## config.mk

```make
export PLATFORM = sky130hd
export DESIGN_NAME = serial_mul_unit
export DESIGN_NICKNAME = d
export VERILOG_FILES = /design/src/rtl/serial_mul_unit.sv
export SDC_FILE = /design/constraint.sdc
export NUM_CORES = 1
export LEC_CHECK = 0
export ABC_AREA = 1
export CAP_MARGIN = 20
export CORE_ASPECT_RATIO = 1.2
export CORE_MARGIN = 5
export CORE_UTILIZATION = 40
export DETAILED_ROUTE_END_ITERATION = 12
export PLACE_DENSITY_LB_ADDON = 0.1
export SETUP_SLACK_MARGIN = 0.5
export SYNTH_ARGS = -nofsm -noshare
export SYNTH_HDL_FRONTEND = slang
export SYNTH_SLANG_ARGS = --single-unit
export TNS_END_PERCENT = 5
```

## constraint.sdc

```tcl
create_clock -name clk -period 4.35 [get_ports clk]
set_input_delay 0.87 -clock clk [delete_from_list [all_inputs] [get_ports clk]]
set_output_delay 0.87 -clock clk [all_outputs]
set_load 0.005 [all_outputs]
```

## src/rtl/serial_mul_unit.sv

```systemverilog
// Iterative shift-and-add multiplier: one partial product per clock, WIDTH
// iterations per request, signed operands handled as magnitudes plus a sign.
module serial_mul_unit #(
  parameter int unsigned WIDTH = 8
) (
  input  logic                 clk,
  input  logic                 rst,
  input  logic                 start,
  input  logic [WIDTH-1:0]     multiplicand,
  input  logic [WIDTH-1:0]     multiplier,
  input  logic                 signed_mode,
  output logic [2*WIDTH-1:0]   product,
  output logic                 busy,
  output logic                 mul_done
);

  localparam int unsigned CntW = (WIDTH > 2) ? $clog2(WIDTH) : 1;
  localparam logic [CntW-1:0] CntLast = CntW'(WIDTH - 1);

  typedef enum logic {StIdle, StRun} state_e;

  state_e               state_q, state_d;
  logic [CntW-1:0]      cnt_q, cnt_d;
  logic [2*WIDTH-1:0]   mcand_q, mcand_d;
  logic [WIDTH:0]       mplier_q, mplier_d;
  logic [2*WIDTH-1:0]   acc_q, acc_d;
  logic                 neg_q, neg_d;
  logic [2*WIDTH-1:0]   product_q, product_d;
  logic                 done_q, done_d;

  // Operands widened by one bit so the most-negative value has an exact magnitude.
  logic [WIDTH:0]       a_ext, b_ext, a_mag, b_mag;
  logic [2*WIDTH-1:0]   addend, sum;

  // Sign-extend (signed mode) or zero-extend, then take magnitudes.
  always_comb begin
    a_ext  = {signed_mode & multiplicand[WIDTH-1], multiplicand};
    b_ext  = {signed_mode & multiplier[WIDTH-1], multiplier};
    a_mag  = a_ext[WIDTH] ? -a_ext : a_ext;
    b_mag  = b_ext[WIDTH] ? -b_ext : b_ext;
    addend = mplier_q[0] ? mcand_q : '0;
    sum    = acc_q + addend;
  end

  // FSM state register.
  always_ff @(posedge clk or negedge rst) begin
    if (!rst) begin
      state_q <= StIdle;
    end else begin
      state_q <= state_d;
    end
  end

  // FSM next state: accept in IDLE, leave RUN after the last iteration.
  always_comb begin
    state_d = state_q;
    unique case (state_q)
      StIdle:  if (start) state_d = StRun;
      StRun:   if (cnt_q == CntLast) state_d = StIdle;
      default: state_d = StIdle;
    endcase
  end

  // FSM outputs.
  always_comb begin
    busy     = (state_q == StRun);
    mul_done = done_q;
    product  = product_q;
  end

  // Datapath next state: capture on accept, accumulate/shift while running.
  always_comb begin
    cnt_d     = cnt_q;
    mcand_d   = mcand_q;
    mplier_d  = mplier_q;
    acc_d     = acc_q;
    neg_d     = neg_q;
    product_d = product_q;
    done_d    = 1'b0;
    unique case (state_q)
      StIdle: begin
        if (start) begin
          mcand_d  = {{(WIDTH-1){1'b0}}, a_mag};
          mplier_d = b_mag;
          neg_d    = signed_mode & (multiplicand[WIDTH-1] ^ multiplier[WIDTH-1]);
          cnt_d    = '0;
          acc_d    = '0;
        end
      end
      StRun: begin
        acc_d    = sum;
        mcand_d  = mcand_q << 1;
        mplier_d = mplier_q >> 1;
        cnt_d    = cnt_q + CntW'(1);
        if (cnt_q == CntLast) begin
          product_d = neg_q ? -sum : sum;
          done_d    = 1'b1;
        end
      end
      default: ;
    endcase
  end

  // Datapath registers.
  always_ff @(posedge clk or negedge rst) begin
    if (!rst) begin
      cnt_q     <= '0;
      mcand_q   <= '0;
      mplier_q  <= '0;
      acc_q     <= '0;
      neg_q     <= 1'b0;
      product_q <= '0;
      done_q    <= 1'b0;
    end else begin
      cnt_q     <= cnt_d;
      mcand_q   <= mcand_d;
      mplier_q  <= mplier_d;
      acc_q     <= acc_d;
      neg_q     <= neg_d;
      product_q <= product_d;
      done_q    <= done_d;
    end
  end

endmodule

```

# Word-level counts from Yosys, hierarchy flattened
# Index checks and enable logic that the tools add are counted.
[op_classes] addsub=5 multipliers=0 div=0 n_lt_le_gt_ge=0 eq_ne=2 shifts=0 mux=17 bitwise=5 reduce_logical=2
[ops] cell="2-to-1 mux 16 bit" n=4
[ops] cell="case mux 16 bit (2 select lines)" n=2
[ops] cell="2-to-1 mux 9 bit" n=3
[ops] cell="negation 9 bit" n=2
[ops] cell="case mux 9 bit (2 select lines)" n=1
[ops] cell="adder 16 bit" n=1
[ops] cell="negation 16 bit" n=1
[ops] cell="case mux 3 bit (2 select lines)" n=1
[ops] cell="2-to-1 mux 1 bit" n=4
[ops] cell="AND reduction 2 bit" n=2
[ops] cell="adder 3 x 1 -> 3 bit (second input constant)" n=1
[ops] cell="AND 1 bit" n=3
[ops] cell="== test 3 bit (second input constant)" n=1
[ops] cell="2-to-1 mux 3 bit" n=1
[ops] cell="inequality test 2 bit (second input constant)" n=1
[ops] cell="case mux 1 bit (2 select lines)" n=1
[ops] cell="NOT 1 bit" n=1
[ops] cell="bitwise XOR 1 bit" n=1
[totals] regBits=63 latch_bits=0 mem_bits_rw=0 mem_bits_ro=0 inputBits=20 out_inout_bits=18 memories=0

# Depth between registers and ports, before layout
# Gate-level depths: netlist (run 1).
[logic_depth] ltp_word=5 depth_mapped=20

# Worst setup path before layout (run 1)
# OpenSTA, ideal clock, no wires.
[synth_path] kind="flip-flop to flip-flop" from="register mplier_q[0]" to="register product_q[12], in the netlist product[12]" arrival_ns=2.668 slack_ns=1.564 path_stages_with_launch=18 synth_period_minus_slack_ns=2.786 cell_sequence="dfrtp_1 -> clkbuf_1 -> clkbuf_1 -> nand2_1 -> inv_1 -> ha_1 -> fa_1 -> inv_1 -> ha_1 -> inv_1 -> nor2_1 -> nand3_2 -> nor2_2 -> inv_2 -> o21ai_2 -> nand4_1 -> nand3_1 -> nand2_1"
[synth_between] elab_chain_cells=4
[synth_rtl] item="from (decl)" line_no="25" text="logic [WIDTH:0] mplier_q, mplier_d;"
[synth_rtl] item="from (signal assigned)" line_no="117" text="mplier_q <= mplier_d;"
[synth_rtl] item="2-to-1 mux 16 bit *" line_no="41" text="addend = mplier_q[0] ? mcand_q : '0;"
[synth_rtl] item="adder 16 bit *" line_no="42" text="sum = acc_q + addend;"
[synth_rtl] item="negation 16 bit" line_no="96" text="product_d = neg_q ? -sum : sum;"
[synth_rtl] item="2-to-1 mux 16 bit *" line_no="96"
[synth_rtl] item="to (signal assigned)" line_no="120" text="product_q <= product_d;"
[synth_rtl] item="to (decl)" line_no="28" text="logic [2*WIDTH-1:0] product_q, product_d;"
# Mark *: on every way between the ends. The rest lies on a longest branch, timed or not.
# A chain may end at the register's enable or synchronous reset.

# Final worst setup path (run 1)
# Same ends and word-level chain as after synthesis.

==> flow_metrics.py, run 1 <==
metrics = {
    "layout": {
        "final_area_um2": 4920,
        "multi_input_area_um2": 2160,
        "layout.cells.non_filler": 736,
        "diodes": 0,
        "drive_gt1_frac": 0.0656,
        "final_util": 0.489,
        "seq_area_um2": 1580,
        "area_growth_syn_to_layout_pct": 19.5,
        "fin_nets": 646,
        "fill_cells": 1010,
    },
    "worst_hold_path": {
        "hp-class": "flop to flop",
    },
    "detailed_routing": {
        "wl_per_cell_um": 13.6,
        "wirelength_um": 10000,
        "drtIter0Drc": 147,
        "dr.pass1.iters": 4,
        "drt_drc_violations_left": 0,
        "num_vias": 3645,
        "viasPerCell": 4.95,
        "drt.antenna.violating_nets": 0,
    },
    "critical_path": {
        "cpPeakStageDelay_ns": 0.65,
        "cp.required_ns": 4.57,
        "arrival_ns": 3.13,
        "worst-path-buf-inv": 4,
        "crit_slowest_cell": "dfrtp_1",
        "cp-start-kind": "flop",
        "endpoint_kind": "flop",
        "worstPathMaxFanout": 17,
        "cpMostUsedCell": "inv_1",
        "crit_chain": "nand2_1 -> inv_1 -> ha_1 -> fa_1 -> inv_1 -> ha_1 -> inv_1 -> nor2_1 -> nand3_2 -> nor2_2 -> inv_2 -> o21ai_2 -> nand4_1 -> nand3_1 -> nand2_1",
        "crit_type": "flop to flop",
        "cp_top_family": "adder cells",
    },
    "placed_design": {
        "io_buffers": 37,
        "globalplace.congestion": 0.890,
        "dpl.cell_count": 720,
        "hpwl_um": 7730,
        "place_area_um2": 4610,
    },
    "clock_tree": {
        "clk_path_buf_depth": 2,
        "clock_latency_ns": 0.33,
        "cts_tree": "built",
        "h-tree-depth": 3,
        "ctsRootBufferMaster": "clkbuf_16",
        "cts_resized": 0,
        "cts_buffers": 9,
        "cts_sinks": 63,
        "postCtsSetupRepairBufs": 0,
        "hold_buffers": 0,
        "clk_pin_slew_ns": 0.06,
    },
    "logic_synthesis": {
        "synth_seq_cells": 63,
        "synth_top_family_by_area": "simple AND/OR/NAND/NOR gates",
        "yosys.cell_count.top_type": "nand2_1",
        "synth.largest_area_cell": "dfrtp_1",
        "ys.flop_type": "dfrtp_1",
        "ys_types": 37,
        "syn_area_um2": 4120,
        "synth_compound_area_frac": 0.121,
        "synthTopCellsByArea": "dfrtp_1 38%, nand2_1 17%, inv_1 7.6%",
        "synth.mux.area_fraction": 0,
        "postSynthCellCount": 568,
        "synth_edf_count": 0,
        "synthAdderAreaFrac": 0.0657,
        "async_reset_ff_frac": 1.00,
        "ys_seq_area_frac": 0.383,
        "synthXorXnorAreaFrac": 0.0489,
        "synth_top_area_frac": 0.383,
        "synth_nets": 609,
        "yosysWarnings": 0,
        "syn_avg_cell_area_um2": 7.25,
        "yosys-top-cells-count": "188 x nand2_1, 83 x inv_1, 63 x dfrtp_1, 37 x o21ai_0, 32 x nand3_1",
        "yosys.area_share.simple": 0.288,
    },
    "floorplanning": {
        "die_y_um": 121,
        "rows": 40,
        "initial_utilization": 0.409,
        "dieArea_um2": 12400,
        "core_area_um2": 10100,
        "die_w_um": 103,
        "io_pins": 38,
    },
    "global_route": {
        "gr-usage-all-layers": 0.177,
        "grt_max_degree": 39,
        "grt_pass1_wl_um": 17400,
        "grt_antenna_before_repair": 0,
        "grt_pass1_vias": 3702,
        "globalRouteOverflowTotal": 0,
    },
    "timing": {
        "min_period_ns": 2.92,
        "timing.final.crit_share": 0.670,
        "skew_ns": 0.00605,
        "slew_headroom": 0.425,
        "rsz0062_at_grt": "false",
        "worstMarginPinSlew_ns": 0.862,
        "setup_viol": 0,
        "finalHoldViolCount": 0,
        "fmax_mhz": 343,
        "tns_ns": 0,
        "slew_viol_final": 0,
    },
    "pwr": {
        "power_density_nw_per_um2": 628,
        "irDropWorstVdd_uv": 210,
        "power_leakage_nw": 2.56,
    },
    "flow_run": {
        "drv_cap": 0,
    },
    "status": {
        "outcome": "complete, no violations",
    },
}
layout make-up:
cell class	count	share of cell area
Clock buffer	11	0.0514
Clock inverter	5	0.0114
Inverter	88	0.0671
Multi-Input combinational cell	403	0.439
Sequential cell	63	0.320
Tap cell	126	0.0320
Timing Repair Buffer	40	0.0788
registers in the layout, summed over array words and instances, names as in the netlist:
register / cells
mul_done: 1
cnt_q: 3
product: 16
neg_q: 1
acc_q: 16
busy: 1
mcand_q: 16
mplier_q: 9
worst register-to-register path: cells and delay by family, from the launching register on:
kind	cells	cell delay, ns
simple gates	7	0.80
compound gates	1	0.24
buf+inv	4	0.29
flops	1	0.65
fa+ha+maj	3	0.84
layout by cell type (no fill, tap or decap), types with 4 or more instances in the layout:
| master | count |
|---|---|
| nand2_1 | 188 |
| inv_1 | 83 |
| dfrtp_1 | 63 |
| o21ai_0 | 37 |
| clkdlybuf4s50_1 | 36 |
| nand3_1 | 32 |
| nor2_1 | 30 |
| ha_1 | 20 |
| xor2_1 | 13 |
| a21oi_1 | 12 |
| o211ai_1 | 10 |
| clkbuf_16 | 9 |
| o22ai_1 | 7 |
| nor3_1 | 6 |
| a22oi_1 | 5 |
| xnor2_1 | 5 |
| nand4_1 | 5 |
| nand2_2 | 4 |
| nand3b_1 | 4 |
report_power, final:
| group | total (W) | internal [W] | switching [W] |
|---|---|---|---|
| combinational | 0.00134 | 0.000546 | 0.000798 |
| sequential | 0.00100 | 0.000813 | 0.000190 |
| clock | 0.000742 | 0.000474 | 0.000268 |
path summary, 6_finish.rpt:
| check | from | depth (start not counted) | slack (ns) | end |
|---|---|---|---|---|
| max | mplier_q[0] | 15 | 1.43 | product[12] |
| min | product[9] | 2 | 0.47 | product[9] |
| max reg2reg | mplier_q[0] | 15 | 1.43 | product[12] |
| min reg2reg | product[9] | 2 | 0.47 | product[9] |
| max in group asynchronous | rst | 2 | 2.84 | mplier_q[0] |
| min in group asynchronous | rst | 1 | 0.65 | acc_q[10] |
kinds of logic (layout without fill, tap and decap cells):
family	after synthesis	count (layout)
AOI/OAI and AO/OA	82	82
xor gates and xnor gates	20	20
adders and majority gates	21	21
buffers and inverters	102	144
DFF	63	63
and+or+nand+nor	280	280
metal layers:
| layer | vias up | part of all wire | GRT usage |
|---|---|---|---|
| li1 | 1888 | - | - |
| met1 | 1685 | 0.45 | 0.221 |
| met2 | 59 | 0.50 | 0.299 |
| met3 | 13 | 0.033 | 0.0357 |
| met4 | 0 | 0.021 | 0.0599 |
| met5 | - | 0 | 0 |
per-stage QoR:
stage | total power, W | setup slack (ns) | hold WS (ns)
after floorplan | 0.00191 | 1.56 | 0.453
after global placement | 0.00235 | 1.57 | 0.464
after detailed placement | 0.00237 | 1.44 | 0.466
after CTS | 0.00313 | 1.43 | 0.481
after global routing | 0.00336 | 1.08 | 0.502
final | 0.00309 | 1.43 | 0.475
(Power assumes the default switching activity.)
==> inputs of run 2 (changes only) <==
clock period = 2.65 ns   (was 4.35 ns; I/O delays follow)
==> flow_metrics.py, run 2 (same netlist as run 1, synthesis figures left out) <==
metrics = {
    "status": {
        "outcome": "complete, no violations",
    },
    "critical_path": {
        "worstPathMaxFanout": 13,
        "cp.required_ns": 2.87,
        "reg2reg_depth": 18,
        "crit_type": "flop to flop",
        "arrival_ns": 2.62,
        "cp-start-kind": "flop",
        "endpoint_kind": "flop",
    },
    "layout": {
        "seq_area_um2": 1580,
        "final_area_um2": 5450,
        "diodes": 0,
        "fill_cells": 955,
        "drive_gt1_frac": 0.178,
        "layout.cells.non_filler": 761,
        "multi_input_area_um2": 2460,
        "mostFrequentLayoutCells": "172 x nand2_1, 80 x inv_1, 62 x dfrtp_1",
        "area_growth_syn_to_layout_pct": 32.3,
        "final_common_cell": "nand2_1",
        "fin_nets": 671,
    },
    "clock_tree": {
        "cts_tree": "built",
        "clk_pin_slew_ns": 0.06,
        "cts_sinks": 63,
        "clock_latency_ns": 0.33,
        "ctsRootBufferMaster": "clkbuf_16",
        "h-tree-depth": 3,
        "cts_buffers": 9,
        "hold_buffers": 0,
        "clk_path_buf_depth": 2,
    },
    "global_route": {
        "grt_max_degree": 38,
        "globalRouteOverflowTotal": 0,
        "grt_antenna_before_repair": 0,
        "grt_pass1_wl_um": 17300,
        "grt_pass1_vias": 3756,
        "gr-usage-all-layers": 0.177,
    },
    "detailed_routing": {
        "drt.antenna.violating_nets": 0,
        "dr.pass1.iters": 5,
        "drt_drc_violations_left": 0,
        "wirelength_um": 10500,
        "drtIter0Drc": 118,
        "wl_per_cell_um": 13.8,
        "viasPerCell": 4.95,
        "num_vias": 3770,
    },
    "timing": {
        "finalHoldViolCount": 0,
        "skew_ns": 0.00690,
        "rsz0062_at_grt": "true",
        "setup_viol": 0,
        "slew_viol_final": 0,
        "timing.final.crit_share": 0.907,
        "slew_headroom": 0.573,
        "min_period_ns": 2.40,
        "fmax_mhz": 416,
        "worstMarginPinSlew_ns": 0.640,
        "tns_ns": 0,
        "worst_slack_ns": 0.246,
    },
    "placed_design": {
        "hpwl_um": 7770,
        "io_buffers": 37,
        "pre_cts_ws_ns": -0.0341,
        "place_area_um2": 4750,
        "globalplace.congestion": 0.858,
        "dpl.cell_count": 730,
    },
    "pwr": {
        "power_w": 0.00578,
        "irDropWorstVdd_uv": 362,
        "power_density_nw_per_um2": 1060,
        "power_leakage_nw": 2.68,
    },
    "floorplanning": {
        "dieArea_um2": 12400,
        "die_w_um": 103,
        "io_pins": 38,
        "die_y_um": 121,
        "initial_utilization": 0.409,
        "rows": 40,
        "core_area_um2": 10100,
    },
    "flow_run": {
        "drv_cap": 0,
    },
    "worst_hold_path": {
        "hp-class": "input pin to asynchronous set/reset pin",
    },
}
-- run 2: changes by cell type in the layout (fill, tap and decap cells not counted), moves of 2 or more --
| cell | delta |
|---|---|
| buf_12 | +2 |
| buf_4 | +23 |
| ha_1 | -13 |
| ha_4 | +13 |
| inv_1 | -3 |
| inv_2 | +3 |
| nand2_1 | -16 |
| nand2_2 | +16 |
| nand3_1 | -2 |
| nand3_2 | +2 |
| nor2_1 | -10 |
| nor2_2 | +6 |
| nor2_4 | +4 |
-- run 2: power by group --
part	switching, W	internal (W)
Clock	0.000443	0.000849
Sequential	0.000300	0.00134
Combinational	0.00154	0.00131
Total	0.00228	0.00350
-- run 2: worst paths after layout --
| path | from | slack (ns) | endpoint |
|---|---|---|---|
| setup / recovery | mplier_q[0] | 0.25 | product[15] |
| hold / removal | rst | 0.21 | acc_q[9] |
| setup reg to reg | mplier_q[0] | 0.25 | product[15] |
| hold reg to reg | product[12] | 0.48 | product[12] |
| max in group asynchronous | rst | 1.80 | mplier_q[3] |
| min in group clk | product[12] | 0.48 | product[12] |
-- run 2: metal layers --
layer	track usage	vias up	wire, um
met5	0	-	0
met4	0.0681	0	261
met3	0.0357	16	321
met2	0.308	61	5410
met1	0.209	1755	4480
li1	-	1938	-
-- run 2: through the flow --
stage	hold slack, ns	util
2_1_floorplan	0.234	-
3_3_place_gp	0.465	0.472
4_1_cts	0.237	0.525
6_report	0.214	0.541
3_5_place_dp	0.464	0.472
5_1_grt	0.264	0.541
-- run 2: final cells by class --
class                   count  share of cell area
multi-input cells         403               0.451
flip-flops and latches     63               0.290
repair buffers             65               0.110
inverters                  88              0.0606
clock buffers              11              0.0446
well taps                 126              0.0289
clock inverters             5              0.0149
-- run 2: worst max-delay path, cell delays in order, from the launching register on --
cell,delay (ns)
dfrtp_2,0.45
buf_12,0.15
nand2_1,0.06
inv_1,0.06
ha_4,0.30
nand2_1,0.08
nand2_2,0.08
inv_2,0.05
nand2_2,0.08
nand2_1,0.09
nand2_2,0.11
xor2_4,0.22
nand2_2,0.10
nor2_1,0.11
nand3_1,0.10
nand2_1,0.07
nand2_1,0.05
nand3_1,0.06
nand2_1,0.05
-- run 2: timing repair --
action	4_1_cts	5_1_grt
setup buffers	10	5
pin swaps	19	10
endpoints found under the setup margin	17	21
resized for setup	31	22
cloned	0	0
==> inputs of run 3 (changes only) <==
ABC_CLOCK_PERIOD_IN_PS = 2650   (was default)
==> results of run 3 <==
Same layout as run 2: the final DEF is identical, and so are final timing and power.
